--- src/rtl/traffic_pkg.sv ---
// Shared state encoding, lamp constants and decode helpers for the
// two-road intersection sequencer.
package traffic_pkg;

    typedef enum logic [2:0] {
        HW_GREEN    = 3'd0,
        HW_YELLOW   = 3'd1,
        ALLRED_A    = 3'd2,
        SIDE_GREEN  = 3'd3,
        SIDE_YELLOW = 3'd4,
        ALLRED_B    = 3'd5
    } state_t;

    localparam logic [2:0] LAMP_R = 3'b100;
    localparam logic [2:0] LAMP_Y = 3'b010;
    localparam logic [2:0] LAMP_G = 3'b001;

    function automatic int max2(input int a, input int b);
        return (a > b) ? a : b;
    endfunction

    function automatic logic [2:0] hw_lamp(input state_t s);
        case (s)
            HW_GREEN:  return LAMP_G;
            HW_YELLOW: return LAMP_Y;
            default:   return LAMP_R;
        endcase
    endfunction

    function automatic logic [2:0] side_lamp(input state_t s);
        case (s)
            SIDE_GREEN:  return LAMP_G;
            SIDE_YELLOW: return LAMP_Y;
            default:     return LAMP_R;
        endcase
    endfunction

endpackage

--- src/rtl/phase_timer.sv ---
// Seconds prescaler plus per-phase seconds counter; cleared whenever the
// sequencer changes phase, so every phase is timed from its own entry.
module phase_timer
    import traffic_pkg::*;
#(
    parameter int TICKS_PER_SEC = 100_000_000,
    parameter int SW            = 4
) (
    input  logic          clk,
    input  logic          reset,
    input  logic          reload,
    input  logic [SW-1:0] dur,
    input  logic          hold_sat,
    output logic          done
);

    localparam int PW = (TICKS_PER_SEC > 1) ? $clog2(TICKS_PER_SEC) : 1;
    localparam logic [PW-1:0] PS_MAX = PW'(TICKS_PER_SEC - 1);

    logic [PW-1:0] prescaler;
    logic [SW-1:0] sec_cnt;
    logic          sec_tick;
    logic          at_last;

    assign sec_tick = (prescaler == PS_MAX);
    assign at_last  = (sec_cnt == dur - SW'(1));
    assign done     = sec_tick && at_last;

    // In the hold phase the count parks on its last second, so done keeps
    // pulsing once per second while the prescaler free-runs.
    always_ff @(posedge clk) begin
        if (!reset || reload) begin
            prescaler <= '0;
            sec_cnt   <= '0;
        end else begin
            prescaler <= sec_tick ? '0 : prescaler + PW'(1);
            if (sec_tick && !(hold_sat && at_last))
                sec_cnt <= sec_cnt + SW'(1);
        end
    end

endmodule

--- src/rtl/traffic_phase_sequencer.sv ---
// Highway / side-road phase sequencer: next-state logic, pedestrian latch and
// registered lamp decode, timed by a shared phase_timer.
module traffic_phase_sequencer
    import traffic_pkg::*;
#(
    parameter int TICKS_PER_SEC  = 100_000_000,
    parameter int HW_GREEN_SEC   = 10,
    parameter int SIDE_GREEN_SEC = 5,
    parameter int YELLOW_SEC     = 3,
    parameter int ALLRED_SEC     = 1
) (
    input  logic       clk,
    input  logic       reset,
    input  logic       car_side,
    input  logic       ped_req,
    output logic [2:0] hw_light,
    output logic [2:0] side_light,
    output logic       walk,
    output logic [2:0] phase
);

    localparam int MAX_DUR = max2(max2(HW_GREEN_SEC, SIDE_GREEN_SEC),
                                  max2(YELLOW_SEC, ALLRED_SEC));
    localparam int SW = $clog2(MAX_DUR) + 1;

    state_t        state;
    state_t        nxt;
    logic [SW-1:0] dur;
    logic          done;
    logic          reload;
    logic          hold_sat;
    logic          entering_sg;
    logic          min_done;
    logic          ped_pend;
    logic          ped_served;
    logic          service_req;

    always_comb begin
        dur = SW'(ALLRED_SEC);
        case (state)
            HW_GREEN:                dur = SW'(HW_GREEN_SEC);
            HW_YELLOW, SIDE_YELLOW:  dur = SW'(YELLOW_SEC);
            SIDE_GREEN:              dur = SW'(SIDE_GREEN_SEC);
            default:                 dur = SW'(ALLRED_SEC);
        endcase
    end

    assign service_req = car_side || ped_pend || ped_req;

    always_comb begin
        nxt = state;
        case (state)
            HW_GREEN:    if ((min_done || done) && service_req) nxt = HW_YELLOW;
            HW_YELLOW:   if (done) nxt = ALLRED_A;
            ALLRED_A:    if (done) nxt = SIDE_GREEN;
            SIDE_GREEN:  if (done) nxt = SIDE_YELLOW;
            SIDE_YELLOW: if (done) nxt = ALLRED_B;
            ALLRED_B:    if (done) nxt = HW_GREEN;
            default:     nxt = ALLRED_A;
        endcase
    end

    assign reload      = (nxt != state);
    assign hold_sat    = (state == HW_GREEN);
    assign entering_sg = (nxt == SIDE_GREEN) && (state != SIDE_GREEN);

    phase_timer #(
        .TICKS_PER_SEC (TICKS_PER_SEC),
        .SW            (SW)
    ) u_timer (
        .clk      (clk),
        .reset    (reset),
        .reload   (reload),
        .dur      (dur),
        .hold_sat (hold_sat),
        .done     (done)
    );

    // Outputs are decoded from the next state so they line up with the
    // state register and never depend combinationally on inputs.
    always_ff @(posedge clk) begin
        if (!reset) begin
            state      <= HW_GREEN;
            min_done   <= 1'b0;
            ped_pend   <= 1'b0;
            ped_served <= 1'b0;
            hw_light   <= LAMP_G;
            side_light <= LAMP_R;
            walk       <= 1'b0;
            phase      <= 3'd0;
        end else begin
            state      <= nxt;
            phase      <= nxt;
            hw_light   <= hw_lamp(nxt);
            side_light <= side_lamp(nxt);
            min_done   <= reload ? 1'b0 : (min_done || (state == HW_GREEN && done));
            // A request on the entry edge itself is served, not left pending.
            if (entering_sg) begin
                ped_served <= ped_pend || ped_req;
                walk       <= ped_pend || ped_req;
                ped_pend   <= 1'b0;
            end else begin
                ped_served <= (nxt == SIDE_GREEN) && ped_served;
                walk       <= (nxt == SIDE_GREEN) && ped_served;
                ped_pend   <= ped_pend || ped_req;
            end
        end
    end

endmodule

--- config.mk ---
export PLATFORM = sky130hd
export DESIGN_NAME = traffic_phase_sequencer
export DESIGN_NICKNAME = d
export VERILOG_FILES = /design/src/rtl/traffic_pkg.sv /design/src/rtl/phase_timer.sv /design/src/rtl/traffic_phase_sequencer.sv
export SDC_FILE = /design/constraint.sdc
export NUM_CORES = 1
export LEC_CHECK = 0
export CAP_MARGIN = 20
export CORE_MARGIN = 5
export CORE_UTILIZATION = 40
export CTS_CLUSTER_SIZE = 40
export DETAILED_ROUTE_END_ITERATION = 6
export GPL_TIMING_DRIVEN = 0
export HOLD_SLACK_MARGIN = 0.03
export SLEW_MARGIN = 20
export SYNTH_ARGS = -nofsm -noshare
export SYNTH_HDL_FRONTEND = slang
export SYNTH_SLANG_ARGS = --single-unit
--- constraint.sdc ---
create_clock -name clk -period 7.45 [get_ports clk]
set_input_delay 1.49 -clock clk [delete_from_list [all_inputs] [get_ports clk]]
set_output_delay 1.49 -clock clk [all_outputs]
set_load 0.005 [all_outputs]
Yosys cells after proc, flatten, opt, wreduce, memory -nomap -nowiden
Index checks and enable logic that the tools add are counted.
{"block": "word_totals", "inputBits": 4, "reg_bits": 44}
{"block": "op_classes", "n_addsub": 3, "n_reduce_logical": 21, "bitwise": 1, "n_eq_ne": 12, "mux": 11}
{"operator": "27-bit by 1-bit adder with 27-bit output (second input constant)", "count": 1}
{"operator": "27-bit == test (second input constant)", "count": 1}
{"operator": "3-bit two-way mux", "count": 6}
{"operator": "3-bit case mux with 6 select lines", "count": 1}
{"operator": "3-bit case mux with 2 select lines", "count": 2}
{"operator": "4-bit case mux with 3 select lines", "count": 1}
{"operator": "3-bit by 2-bit == test with 1-bit output (second input constant)", "count": 3}
{"operator": "3-bit == test (second input constant)", "count": 3}
{"operator": "2-bit OR reduction", "count": 4}
{"operator": "1-bit logical AND", "count": 7}
{"operator": "3-bit by 1-bit == test with 1-bit output (second input constant)", "count": 2}
{"operator": "3-bit zero test", "count": 2}
{"operator": "1-bit logical OR", "count": 6}
{"operator": "5-bit by 1-bit adder with 5-bit output (second input constant)", "count": 1}
{"operator": "5-bit == test", "count": 1}
{"operator": "4-bit by 1-bit subtractor with 5-bit output (second input constant)", "count": 1}
{"operator": "3-bit by 2-bit != test with 1-bit output (second input constant)", "count": 1}
{"operator": "3-bit != test", "count": 1}
{"operator": "1-bit zero test", "count": 2}
{"operator": "1-bit two-way mux", "count": 1}
{"operator": "1-bit NOT", "count": 1}

Longest topological paths before layout
{"block": "depth", "ltp_word": 13, "mapped_depth": 11}

Hierarchy
Synthesis repeated with hierarchy kept, for this count alone.
{"block": "unflattened", "cells_unflattened": 284, "area_unflattened_um2": 2432.3}
{"module": "phase_timer", "area_each_um2": 1823.0, "cells_per_inst": 214, "n_inst": 1}
{"module": "traffic_phase_sequencer", "area_each_um2": 609.3, "cells_per_inst": 70, "n_inst": 1}

Worst setup path after synthesis
No wires, ideal clock.
{"block": "synth_path", "kind": "register to register", "startpoint": "reg state[1]", "endpoint": "reg u_timer.sec_cnt[2]", "arrival_ns": 2.549, "path_stages_with_launch": 10, "period_less_slack_ns": 2.629, "setup_slack_ns": 4.821, "path_cell_list": "dfxtp_1 > clkbuf_1 > clkbuf_1 > a21o_1 > ha_1 > xor2_1 > inv_1 > nor4b_1 > o21ai_0 > a211oi_2"}
{"block": "synth_via", "elab_chain_cells": 12}
{"element": "start: declaration", "line": "traffic_phase_sequencer.sv:26", "text": "state_t state;"}
{"element": "start signal: assignment", "line": "traffic_phase_sequencer.sv:92", "text": "state <= nxt;"}
{"element": "3-bit == test / 3-bit by 1-bit == test with 1-bit output (equally long branches)", "line": "traffic_phase_sequencer.sv:40, traffic_phase_sequencer.sv:52"}
{"element": "2-bit OR reduction", "line": "traffic_phase_sequencer.sv:40", "text": "case (state)"}
{"element": "4-bit case mux with 3 select lines", "line": "traffic_phase_sequencer.sv:40"}
{"element": "4-bit by 1-bit subtractor with 5-bit output", "line": "phase_timer.sv:26", "text": "assign at_last = (sec_cnt == dur - SW'(1));"}
{"element": "5-bit == test", "line": "phase_timer.sv:26"}
{"element": "1-bit logical AND", "line": "phase_timer.sv:27", "text": "assign done = sec_tick && at_last;"}
{"element": "1-bit logical OR", "line": "traffic_phase_sequencer.sv:53", "text": "HW_GREEN: if ((min_done || done) && service_req) nxt = HW_YELLOW;"}
{"element": "1-bit logical AND", "line": "traffic_phase_sequencer.sv:53"}
{"element": "3-bit two-way mux", "line": "traffic_phase_sequencer.sv:53"}
{"element": "3-bit case mux with 6 select lines", "line": "traffic_phase_sequencer.sv:52", "text": "case (state)"}
{"element": "3-bit != test", "line": "traffic_phase_sequencer.sv:63", "text": "assign reload = (nxt != state);"}
{"element": "1-bit logical OR", "line": "phase_timer.sv:32", "text": "if (!reset || reload) begin"}
{"element": "end signal: assignment", "line": "phase_timer.sv:38", "text": "sec_cnt <= sec_cnt + SW'(1);"}
{"element": "end: declaration", "line": "phase_timer.sv:21", "text": "logic [SW-1:0] sec_cnt;"}
Several ways; a longest one is shown, not always the timed one.
A chain may end at the register's enable or synchronous reset.

Final worst setup path
{"block": "layout_path", "startpoint": "in car_side", "endpoint": "reg u_timer.prescaler[26]"}
{"block": "layout_via", "elab_chain_cells": 8}
{"element": "start: declaration", "line": "traffic_phase_sequencer.sv:14", "text": "input logic car_side,"}
{"element": "1-bit logical OR (2 in series)", "line": "traffic_phase_sequencer.sv:48", "text": "assign service_req = car_side || ped_pend || ped_req;"}
{"element": "1-bit logical AND", "line": "traffic_phase_sequencer.sv:53"}
{"element": "3-bit two-way mux", "line": "traffic_phase_sequencer.sv:53"}
{"element": "3-bit case mux with 6 select lines", "line": "traffic_phase_sequencer.sv:52"}
{"element": "3-bit != test", "line": "traffic_phase_sequencer.sv:63"}
{"element": "1-bit logical OR", "line": "phase_timer.sv:32"}
{"element": "2-bit OR reduction (no source line)"}
{"element": "end signal: assignment", "line": "phase_timer.sv:36", "text": "prescaler <= sec_tick ? '0 : prescaler + PW'(1);"}
{"element": "end: declaration", "line": "phase_timer.sv:20", "text": "logic [PW-1:0] prescaler;"}
No other way between the ends.

==> metrics.txt <==
Core ar.=0.005473 mm²; Static Leakage=0.8538 nW; Chip Width=84.77 µm; vias in the first global route=1692; Psw=0.00008844 W; post-synthesis cell area=0.002236 mm²; diode count=0; Place WS=4.037 ns; die height=84.77 µm; Cells after Synth=265; Final setup viols=0; layout cell share with drive strength beyond 1=7.719%; Area Growth Syn to Fin=14.49%; root buffer cell=clkbuf_8; commonest non-fill, non-tap cell in the layout=dfxtp_1; CTS buffer count=5; Sink Count=44; Max Fclk=0.3255 GHz; top post-synthesis cells by area=dfxtp_1, nor2_1, xor2_1, xnor2_1, nand2_1; Sequential Power Share=55.5%; max incr delay on CP=0.39 ns; CTS Hold Bufs=0; Post-synth EDFFs=0; IO Count=14; Yosys reg bits=44; Synth Net Count=272; Nets=291; Worst Clk Skew=0.008289 ns; full die area=0.007185 mm²; DR pass1 iterations=4; largest net degree at the start of global routing=14; Net Sw Frac=20.66%; slew margin rel.=43.95%; RSZ-0062 raised after global routing=false; crit path capture type=register; PortBufs=12; routed wire length=4.560 mm; post_cts resized=0; vias=1893; largest area contributor in the netlist=dfxtp_1; post-route setup slack=4.378 ns; Post-CTS Repair Setup Buffers=0; Clk network pwr share=42.1%; global-route wire length before repair=7.879 mm; RePlAce Congestion=0.7814; CP Cell Sequence=clkdlybuf4s50_1 -> nor3_1 -> nor3_1 -> nand2_1 -> nand4_1 -> buf_2 -> nor2_1; Syn Area/Cell=8.437 µm²; setup TNS=0 ns; CP startpoint kind=input port; Tmin final=3.072 ns; critical path class=in -> reg; Arrival @ worst endpoint=3.31 ns; Pins Over Slew Limit=0; Max-Cap Viols=0; # DRC=0; Detail Placement HPWL=3.404 mm; Overall Global Routing Usage=13.39%; CP max stage cell=clkdlybuf4s50_1; H-Tree Depth=2; Async SR Flop Fraction=0%; worst slew pin tran=0.8331 ns; Final Hold Viols=0; Worst R2R Path Depth=10; commonest non-fill, non-tap cells in the layout=dfxtp_1, nor2_1, nand2_1; part of the cycle the worst path needs=41.24%; CTS tree=done; First DRT Iteration DRCs=98; sequential-to-total area share from yosys stat=39.40%; Antenna Violating Nets Remaining=0; dominant register cell in the synthesized netlist=dfxtp_1; hold crit path type=reg -> reg; Routed WL per cell=12.77 µm; Clk pin slew, worst setup/hold paths=0.08 ns; Required @ worst endpoint=7.69 ns; Max VDD drop=0.0001177 V; Clk Latency, worst-skew pair=0.30 ns; Clock Path Buffers=2; GRT overflow=0; reg2reg start=state[1]; vias per cell=5.303; Worst Min Path Start=u_timer.prescaler[0]; CP Max Fanout=10; RR Endpoint=side_light[0]; hold depth=1; P_int=0.0003396 W; status=complete, no violations; post-synthesis cell type count=53; synth warn=0; Logic pwr share=2.3%; Critical Path Most Common Cell=nor3_1; row count=27; Starting Density=40.86%; Synth top area share=39.40%; Power per Cell Area=167.2 mW/mm²; Hold Path End=u_timer.prescaler[0]; final hold slack=0.4518 ns; flop-to-flop setup slack=4.55 ns; initial antenna violation count=0
kinds of logic after synthesis:
family | synth area share [%]
AND/OR/NAND/NOR | 29.60
AO/OA/AOI/OAI | 14.77
flip-flops | 39.40
XOR/XNOR | 10.58
buffers and inverters | 3.526
adder cells (fa/ha/maj) | 1.679
multiplexers | 0.4477
flip-flops by register name, indices dropped and copies added (netlist names):
| signal | cells |
|---|---|
| u_timer.prescaler | 27 |
| ped_pend | 1 |
| side_light | 3 |
| ped_served | 1 |
| u_timer.sec_cnt | 5 |
| min_done | 1 |
| state | 3 |
| hw_light | 3 |
worst max-delay path: cells and delay by family:
kind,cells,cell delay (ns)
simple gates,5,1.08
buf+inv,2,0.74
Yosys cell counts, types with 3 or more instances:
master,count
dfxtp_1,44
nor2_1,38
nand2_1,22
xor2_1,15
a21oi_1,12
xnor2_1,12
nand3_1,9
nor3_1,9
nand4_1,8
clkbuf_1,7
inv_1,7
o21ai_0,7
or3_1,6
a211oi_1,5
nand2b_1,5
and4_1,4
and2_1,3
buf_2,3
ha_1,3
nor4_1,3
o21a_1,3
o31ai_1,3
or4b_1,3
per-stage QoR:
| stage | util [%] | total power, W | instances | instance area [µm²] |
|---|---|---|---|---|
| after floorplan | - | 0.0002497 | 265 | 2236 |
| after global placement | 44.70 | 0.0002533 | 349 | 2446 |
| after detailed placement | 44.70 | 0.0002534 | 349 | 2446 |
| after CTS | 46.66 | 0.0004361 | 357 | 2554 |
| after global routing | 46.78 | 0.0004465 | 357 | 2560 |
| final | 46.78 | 0.0004281 | 357 | 2560 |
worst max-delay path by stage:
stage                                  to  slack (ns)     start
floorplan              u_timer.sec_cnt[2]        4.82  state[1]
global placement    u_timer.prescaler[26]        4.07  car_side
detailed placement  u_timer.prescaler[22]        4.04  car_side
CTS                    u_timer.sec_cnt[1]        4.22  state[1]
global route        u_timer.prescaler[21]        4.20  car_side
finish              u_timer.prescaler[26]        4.38  car_side
power groups by stage:
stage / logic [W] / clock network, W / registers, W
6_report: 0.00000992 / 0.000180 / 0.000238
4_1_cts: 0.0000102 / 0.000188 / 0.000238
3_3_place_gp: 0.0000100 / 0 / 0.000243
2_1_floorplan: 0.00000657 / 0 / 0.000243
3_5_place_dp: 0.0000101 / 0 / 0.000243
5_1_grt: 0.0000111 / 0.000197 / 0.000238
cell type report:
class	instances	area, µm²
plain buffers	11	48.80
clock buffers	6	72.57
clock inverters	2	35.03
fillers	571	2913
inverters	8	30.03
multi-input cells	202	1282
flip-flops and latches	44	880.8
well taps	72	90.09
repair buffers	12	120.1
metal layers:
layer  track usage (%)  share of wire, %  vias to the layer above
met5                 0                 0                        -
met3             3.631               3.9                        8
met4             4.748               1.7                        0
met2             21.92                46                       22
met1             16.89                48                      883
li1                  -                 -                      980
Power figures use the tool's default switching activity.
